File: src/rtl/serial_twoscomp_rx.sv
// Bit-serial two's-complement negator: accepts an LSB-first word, negates it on the fly
// (copy up to and including the first 1, complement the rest) and presents the word in parallel.
module serial_twoscomp_rx #(
  parameter int WIDTH = 16,
  parameter int CNT_W = 5
) (
  input  logic             clk,
  input  logic             reset,
  input  logic             start,
  input  logic             bit_in,
  input  logic             bit_valid,
  input  logic             ack,
  input  logic             clr,
  output logic [WIDTH-1:0] dout,
  output logic             done,
  output logic             busy,
  output logic             ovf
);

  typedef enum logic [1:0] {
    S_IDLE  = 2'd0,
    S_COPY  = 2'd1,
    S_COMPL = 2'd2,
    S_DONE  = 2'd3
  } state_t;

  localparam logic [CNT_W-1:0] LAST_CNT = CNT_W'(WIDTH - 1);

  state_t           r_state;
  state_t           w_state_nxt;
  logic [WIDTH-1:0] r_shreg;
  logic [WIDTH-1:0] w_shreg_nxt;
  logic [CNT_W-1:0] r_cnt;
  logic [CNT_W-1:0] w_cnt_nxt;
  logic [WIDTH-1:0] r_dout;
  logic [WIDTH-1:0] w_dout_nxt;
  logic             r_ovf;
  logic             w_ovf_nxt;
  logic             r_done;
  logic             r_busy;

  logic             w_last;
  logic             w_new_bit;
  logic [WIDTH-1:0] w_shifted;

  assign w_last    = (r_cnt == LAST_CNT);
  // Once the first 1 has been passed, every later bit is inverted.
  assign w_new_bit = (r_state == S_COMPL) ? ~bit_in : bit_in;
  assign w_shifted = {w_new_bit, r_shreg[WIDTH-1:1]};

  always_comb begin
    w_state_nxt = r_state;
    w_shreg_nxt = r_shreg;
    w_cnt_nxt   = r_cnt;
    w_dout_nxt  = r_dout;
    w_ovf_nxt   = r_ovf;

    if (clr) begin
      w_state_nxt = S_IDLE;
      w_shreg_nxt = '0;
      w_cnt_nxt   = '0;
    end else begin
      case (r_state)
        S_IDLE: begin
          if (start) begin
            w_state_nxt = S_COPY;
            w_shreg_nxt = '0;
            w_cnt_nxt   = '0;
          end
        end

        S_COPY, S_COMPL: begin
          if (bit_valid) begin
            w_shreg_nxt = w_shifted;
            w_cnt_nxt   = r_cnt + CNT_W'(1);
            if (w_last) begin
              w_state_nxt = S_DONE;
              w_dout_nxt  = w_shifted;
              // A lone 1 at the MSB means the input was the most negative value.
              w_ovf_nxt   = (r_state == S_COPY) && bit_in;
            end else if (r_state == S_COPY && bit_in) begin
              w_state_nxt = S_COMPL;
            end
          end
        end

        S_DONE: begin
          if (ack) begin
            w_state_nxt = S_IDLE;
          end
        end

        default: begin
          w_state_nxt = S_IDLE;
        end
      endcase
    end
  end

  always_ff @(posedge clk or negedge reset) begin
    if (!reset) begin
      r_state <= S_IDLE;
    end else begin
      r_state <= w_state_nxt;
    end
  end

  always_ff @(posedge clk or negedge reset) begin
    if (!reset) begin
      r_shreg <= '0;
      r_cnt   <= '0;
      r_dout  <= '0;
      r_ovf   <= 1'b0;
      r_done  <= 1'b0;
      r_busy  <= 1'b0;
    end else begin
      r_shreg <= w_shreg_nxt;
      r_cnt   <= w_cnt_nxt;
      r_dout  <= w_dout_nxt;
      r_ovf   <= w_ovf_nxt;
      r_done  <= (w_state_nxt == S_DONE);
      r_busy  <= (w_state_nxt == S_COPY) || (w_state_nxt == S_COMPL);
    end
  end

  assign dout = r_dout;
  assign done = r_done;
  assign busy = r_busy;
  assign ovf  = r_ovf;

endmodule

File: config.mk
export PLATFORM = sky130hd
export DESIGN_NAME = serial_twoscomp_rx
export DESIGN_NICKNAME = d
export VERILOG_FILES = /design/src/rtl/serial_twoscomp_rx.sv
export SDC_FILE = /design/constraint.sdc
export NUM_CORES = 1
export LEC_CHECK = 0
export CAP_MARGIN = 25
export CORE_UTILIZATION = 53
export CTS_CLUSTER_SIZE = 24
export DETAILED_ROUTE_END_ITERATION = 7
export GPL_ROUTABILITY_DRIVEN = 0
export GPL_TIMING_DRIVEN = 0
export HOLD_SLACK_MARGIN = 0.1
export PLACE_DENSITY = 0.89
export SYNTH_ARGS = -nofsm -noshare
export SYNTH_HDL_FRONTEND = slang
export SYNTH_SLANG_ARGS = --single-unit
File: constraint.sdc
create_clock -name clk -period 2.5 [get_ports clk]
set_input_delay 0.375 -clock clk [delete_from_list [all_inputs] [get_ports clk]]
set_output_delay 0.375 -clock clk [all_outputs]
set_load 0.02 [all_outputs]
==> key figures, run 1 <==
Run status
  – Status: completed

STA
  – Final hold vios: 0
  – RSZ-0062 raised after global routing: false
  – Relative slew slack: 0.427
  – Final WS setup: 462 ps
  – FMAX: 491 MHz
  – Final period utilization: 0.815
  – Setup TNS: 0 ps
  – Min Tclk post-route: 2040 ps
  – Final setup vio count: 0
  – Max-slew violations: 0
  – Clock Skews: 9.17 ps
  – Slew @ Worst Pin: 860 ps
  – WHS: 123 ps

Yosys
  – FF+latch count, synth: 41
  – Syn Std Cell Area: 1750 um^2
  – Synth cell types: 25
  – Cells after synthesis: 126
  – Synth warn: 0
  – Seq/Total Area, Yosys: 0.588
  – Avg Cell Area, Syn: 13.9 um^2
  – Mapped Nets: 140

Setup path
  – Worst-path fanout max: 10
  – CP Class: reg2reg
  – CP peak stage delay: 410 ps
  – Critical Path RT: 2740 ps
  – Worst-path cell chain: ha_1 -> and3_1 -> ha_1 -> nand3_1 -> or2_1 -> buf_6 -> buf_6 -> mux2_4
  – Worst EP arrival: 2280 ps
  – Crit-path slowest cell: dfrtp_1
  – Setup crit end kind: flop
  – CP Launch Type: flop
  – CP bufs+invs: 2
  – Cell family with most CP delay: simple AND/OR/NAND/NOR gates

Pwr
  – PD cells: 521 nW/um^2
  – Total power: 1.10 mW
  – Clock share of power: 0.311
  – Power share of the sequential group: 0.613
  – Static Leak: 1.03 nW
  – Comb pwr share: 0.077
  – Switching Share: 0.243
  – P_int: 829 uW
  – Psw: 267 uW
  – VDD IR max: 383 uV

Clock tree
  – Clk_lat worst skew: 350 ps
  – Cts repair resizes: 0
  – H-tree depth: 2
  – CTS Hold Bufs: 0
  – CTS tree: yes
  – CTS max path bufs: 2
  – CTS Buf Count: 5
  – Setup Buffers After CTS: 0
  – Clock net sink count: 41
  – Clk root buf: clkbuf_4
  – Worst-path clk slew: 120 ps

Global routing
  – First-pass GRT wire length: 5430 um
  – Vias in the first global route: 1,188
  – Overflow after GRT: 0
  – Total Routing Usage GR: 0.221
  – Largest net degree at the start of global routing: 42
  – Initial antenna violation count: 0

Final layout
  – Most frequent cells in the layout: dfrtp_1, clkdlybuf4s50_1, a22o_1
  – # nets final: 172
  – Share of cells above drive strength 1: 0.203
  – Synth-to-Final Area Change: 20.6%
  – Non-Filler Instances: 202
  – Diode count: 0
  – Commonest non-fill, non-tap cell in the layout: dfrtp_1

Place
  – Place WS: 452 ps
  – PortBufs: 25
  – # placed instances: 195
  – Hpwl dp: 2390 um

Floorplanning
  – Die X: 59.4 um
  – Placeable Area: 3080 um^2
  – Initial Util: 0.567
  – Die height: 59.4 um
  – Std-Cell Rows: 20
  – IO Count: 26
  – Die area: 3530 um^2

Detailed routing
  – WL final: 3200 um
  – Post-route ant nets: 0
  – 1st-iter DRT viols: 23
  – Vias/cell: 5.46
  – Routed vias: 1,102
  – DRT Pass-1 Iters: 4
  – Post-route DRC: 0
  – WL/cell: 15.9 um

Run
  – Max_cap viols: 0

Worst hold path
  – Tightest Hold Check Type: in2async
[registers in the layout (all words and copies together), names as in the netlist]
register and flops:
ovf 1, r_state 2, r_cnt 5, done 1, busy 1, r_shreg 15
dout 16
[through the flow]
step	area, um^2	util
floorplan	1750	-
global placement	2050	0.666
detailed placement	2050	0.665
CTS	2100	0.684
global route	2100	0.684
finish	2100	0.684
[per-layer routing]
layer  share of wire  vias up  GRT usage
li1                -      521          -
met1            0.43      543      0.262
met2            0.50       29      0.377
met3           0.045        9     0.0699
met4           0.020        0     0.0782
met5               0        -          0
[layout make-up]
type | instances | area (um^2)
well taps | 44 | 55.1
inverters | 4 | 15.0
fillers | 240 | 973
repair buffers | 25 | 245
clock buffers | 6 | 51.3
multi-input cells | 75 | 662
plain buffers | 6 | 42.5
flip-flops and latches | 41 | 1030
clock inverters | 1 | 7.51
[worst register-to-register path, stage by stage, from the launching register on]
cell     delay (ps)
dfrtp_1         410
ha_1            200
and3_1          180
ha_1            200
nand3_1         110
or2_1           240
buf_6           150
buf_6           150
mux2_4          300
[cells in the mapped netlist, drive strengths merged]
cell | count | area, um^2
a211oi | 1 | 7.51
or2 | 1 | 6.26
ha | 7 | 87.6
nand2b | 3 | 18.8
o211a | 1 | 10.0
nand2 | 6 | 22.5
o21ai | 3 | 15.0
and2b | 1 | 7.51
or4b | 1 | 10.0
xor2 | 1 | 8.76
dfrtp | 41 | 1030
nand4b | 1 | 8.76
mux2 | 17 | 221
a221oi | 1 | 8.76
inv | 4 | 15.0
nor3 | 3 | 15.0
buf | 6 | 42.5
a22o | 17 | 149
o2bb2ai | 1 | 8.76
nand3 | 5 | 25.0
and3 | 2 | 12.5
a21oi | 3 | 18.8
[kinds of logic (layout without fill, tap and decap cells)]
| logic type | after synthesis | count (layout) | share of synthesized area |
|---|---|---|---|
| AOI/OAI and AO/OA | 27 | 27 | 0.125 |
| xor gates and xnor gates | 1 | 1 | 0.00502 |
| adders and majority gates | 7 | 7 | 0.0502 |
| buffers and inverters | 10 | 42 | 0.0330 |
| DFF | 41 | 41 | 0.588 |
| muxes | 17 | 17 | 0.127 |
| and+or+nand+nor | 23 | 23 | 0.0724 |
[final timing paths]
| check | from | endpoint | slack (ps) | cells after the start |
|---|---|---|---|---|
| max reg2reg | r_cnt[0] | dout[13] | 460 | 8 |
| min | reset | dout[7] | 120 | 1 |
| max in group asynchronous | reset | r_shreg[14] | 1840 | 1 |
| min in group clk | ovf | ovf | 510 | 2 |
| max | r_cnt[0] | dout[13] | 460 | 8 |
| min reg2reg | ovf | ovf | 510 | 2 |
[power by group through the flow]
stage	clock network [mW]	logic [mW]	registers, mW
floorplan	0	0.0424	0.686
global placement	0	0.0798	0.684
detailed placement	0	0.0843	0.684
CTS	0.349	0.0850	0.671
global route	0.381	0.0937	0.672
finish	0.340	0.0842	0.671
No activity file was read; power rests on OpenSTA's default activity.
==> run 2, diff against run 1 <==
==> constraint.sdc (replaced) <==
create_clock -name clk -period 2 [get_ports clk]
set_input_delay 0.3 -clock clk [delete_from_list [all_inputs] [get_ports clk]]
set_output_delay 0.3 -clock clk [all_outputs]
set_load 0.02 [all_outputs]
==> run 2 against run 1 <==
Compared with the run above: worst hold slack improved by 400 ps; sequential share of layout area fell by 1.9 points; total power grew 28%; clock skew decreased by 2.1 ps; highest routed layer unchanged.
==> key figures, run 2 (synthesis results as in run 1) <==
Run status
  – Status: completed

Final layout
  – Finished Core Util: 0.711 (+0.0272)
  – Share of cells above drive strength 1: 0.274 (+0.0719)
  – Max FFs per register: 16 (unchanged)
  – Fillers: 223 (-7.1%)
  – FF/Latch Area: 1030 um^2 (unchanged)
  – Synth-to-Final Area Change: 25.4%
  – Multi-input gate area: 694 um^2 (+4.9%)
  – Commonest non-fill, non-tap cell in the layout: dfrtp_1
  – # nets final: 178 (+3.5%)
  – Diode count: 0 (unchanged)
  – Most frequent cells in the layout: dfrtp_1, clkdlybuf4s50_1, a22o_1

Setup path
  – CP Launch Type: flop
  – Critical Path RT: 2250 ps (-490 ps)
  – Setup crit end kind: flop
  – CP Class: reg2reg
  – Worst-path fanout max: 10 (unchanged)
  – Worst EP arrival: 2200 ps (-80 ps)
  – Reg2Reg Setup Slack: 50 ps (-410 ps)

STA
  – Min Tclk post-route: 1950 ps (-91.9 ps)
  – Final hold vios: 0 (unchanged)
  – FMAX: 514 MHz (+4.7%)
  – Final period utilization: 0.973 (+0.158)
  – Relative slew slack: 0.427 (about the same)
  – Max-slew violations: 0 (unchanged)
  – Final WS setup: 54.1 ps (-408 ps)
  – Final setup vio count: 0 (unchanged)
  – Slew @ Worst Pin: 860 ps (-0.275 ps)
  – Clock Skews: 7.04 ps (-2.14 ps)

Global routing
  – Met2 Use GR: 0.377 (unchanged)
  – Largest net degree at the start of global routing: 42 (unchanged)
  – M1 GR Usage: 0.265 (+0.00295)
  – Busiest grt layer: met2
  – Total Routing Usage GR: 0.222 (+0.000945)
  – Vias in the first global route: 1,195 (+0.59%)
  – Met3 Use GR: 0.0699 (unchanged)
  – First-pass GRT wire length: 5460 um (+0.50%)
  – Overflow after GRT: 0 (unchanged)
  – Initial antenna violation count: 0 (unchanged)

Detailed routing
  – WL/cell: 16.6 um (+4.5%)
  – Vias/cell: 5.47 (+0.20%)
  – Post-route ant nets: 0 (unchanged)
  – DRT Pass-1 Iters: 4 (unchanged)
  – WL final: 3450 um (+7.6%)
  – 1st-iter DRT viols: 23 (unchanged)
  – Post-route DRC: 0 (unchanged)
  – Routed vias: 1,137 (+3.2%)

Clock tree
  – Clk_lat worst skew: 360 ps (about the same)
  – CTS Buf Count: 5 (unchanged)
  – CTS tree: yes
  – H-tree depth: 2 (unchanged)
  – Clk root buf: clkbuf_4
  – CTS max path bufs: 2 (unchanged)
  – Worst-path clk slew: 110 ps (about the same)
  – Clock net sink count: 41 (unchanged)

Floorplanning
  – Die X: 59.4 um (unchanged)
  – Initial Util: 0.567 (unchanged)
  – Die area: 3530 um^2 (unchanged)
  – Placeable Area: 3080 um^2 (unchanged)
  – Die height: 59.4 um (unchanged)
  – IO Count: 26 (unchanged)
  – Std-Cell Rows: 20 (unchanged)

Pwr
  – Static Leak: 1.07 nW (+3.0%)
  – VDD IR max: 527 uV (+37%)
  – PD cells: 642 nW/um^2 (+23%)

Worst hold path
  – Tightest Hold Check Type: reg2reg

Run
  – Max_cap viols: 0 (unchanged)

Place
  – PortBufs: 25 (unchanged)
  – Place WS: -17.3 ps (-469 ps)
  – Hpwl dp: 2390 um (unchanged)
## run 2: power breakdown
part,internal (mW),switching (mW)
Combinational,0.0522,0.0776
Clock,0.165,0.270
Sequential,0.835,0.00467
Total,1.05,0.352
## run 2: what timing repair did
action,4_1_cts,5_1_grt
setup endpoints to repair,10,30
pin swaps,0,1
resized for setup,1,12
endpoints found under the hold margin,41,0
setup buffers,2,4
hold buffers,1,0
## run 2: final timing paths
check | startpoint | to | depth (start not counted)
setup / recovery | r_state[0] | r_shreg[6] | 7
setup reg to reg | r_state[0] | r_shreg[6] | 7
hold / removal | r_cnt[4] | r_cnt[4] | 1
max in group asynchronous | reset | r_cnt[0] | 2
min in group asynchronous | reset | dout[6] | 2
hold reg to reg | r_cnt[4] | r_cnt[4] | 1
## run 2: cell type report
class / count / share of cell area
repair buffers: 32 / 0.137
well taps: 44 / 0.0252
plain buffers: 5 / 0.0177
inverters: 4 / 0.00686
flip-flops and latches: 41 / 0.469
multi-input cells: 75 / 0.317
clock inverters: 1 / 0.00343
clock buffers: 6 / 0.0234
## run 2: per-stage QoR
step / instances / cell area (um^2) / hold slack, ps / setup TNS [ps] / total power, mW
floorplan: 126 / 1750 / 4.41 / 0 / 0.910
global placement: 195 / 2050 / 471 / -9440 / 0.955
detailed placement: 195 / 2050 / 461 / -110 / 0.961
CTS: 204 / 2120 / 507 / 0 / 1.39
global route: 208 / 2190 / 541 / -54.5 / 1.46
finish: 208 / 2190 / 519 / 0 / 1.40
## run 2: critical path: stages (launching register included)
cell and delay (ps):
dfrtp_1 430, inv_1 130, ha_2 330, and2b_2 240, and3_1 180, buf_2 160, clkbuf_4 190, a22o_1 190
## run 2: routing by layer
layer / vias to the layer above / wire length, um
li1: 534 / -
met1: 559 / 1420
met2: 35 / 1790
met3: 9 / 163
met4: 0 / 74
met5: - / 0
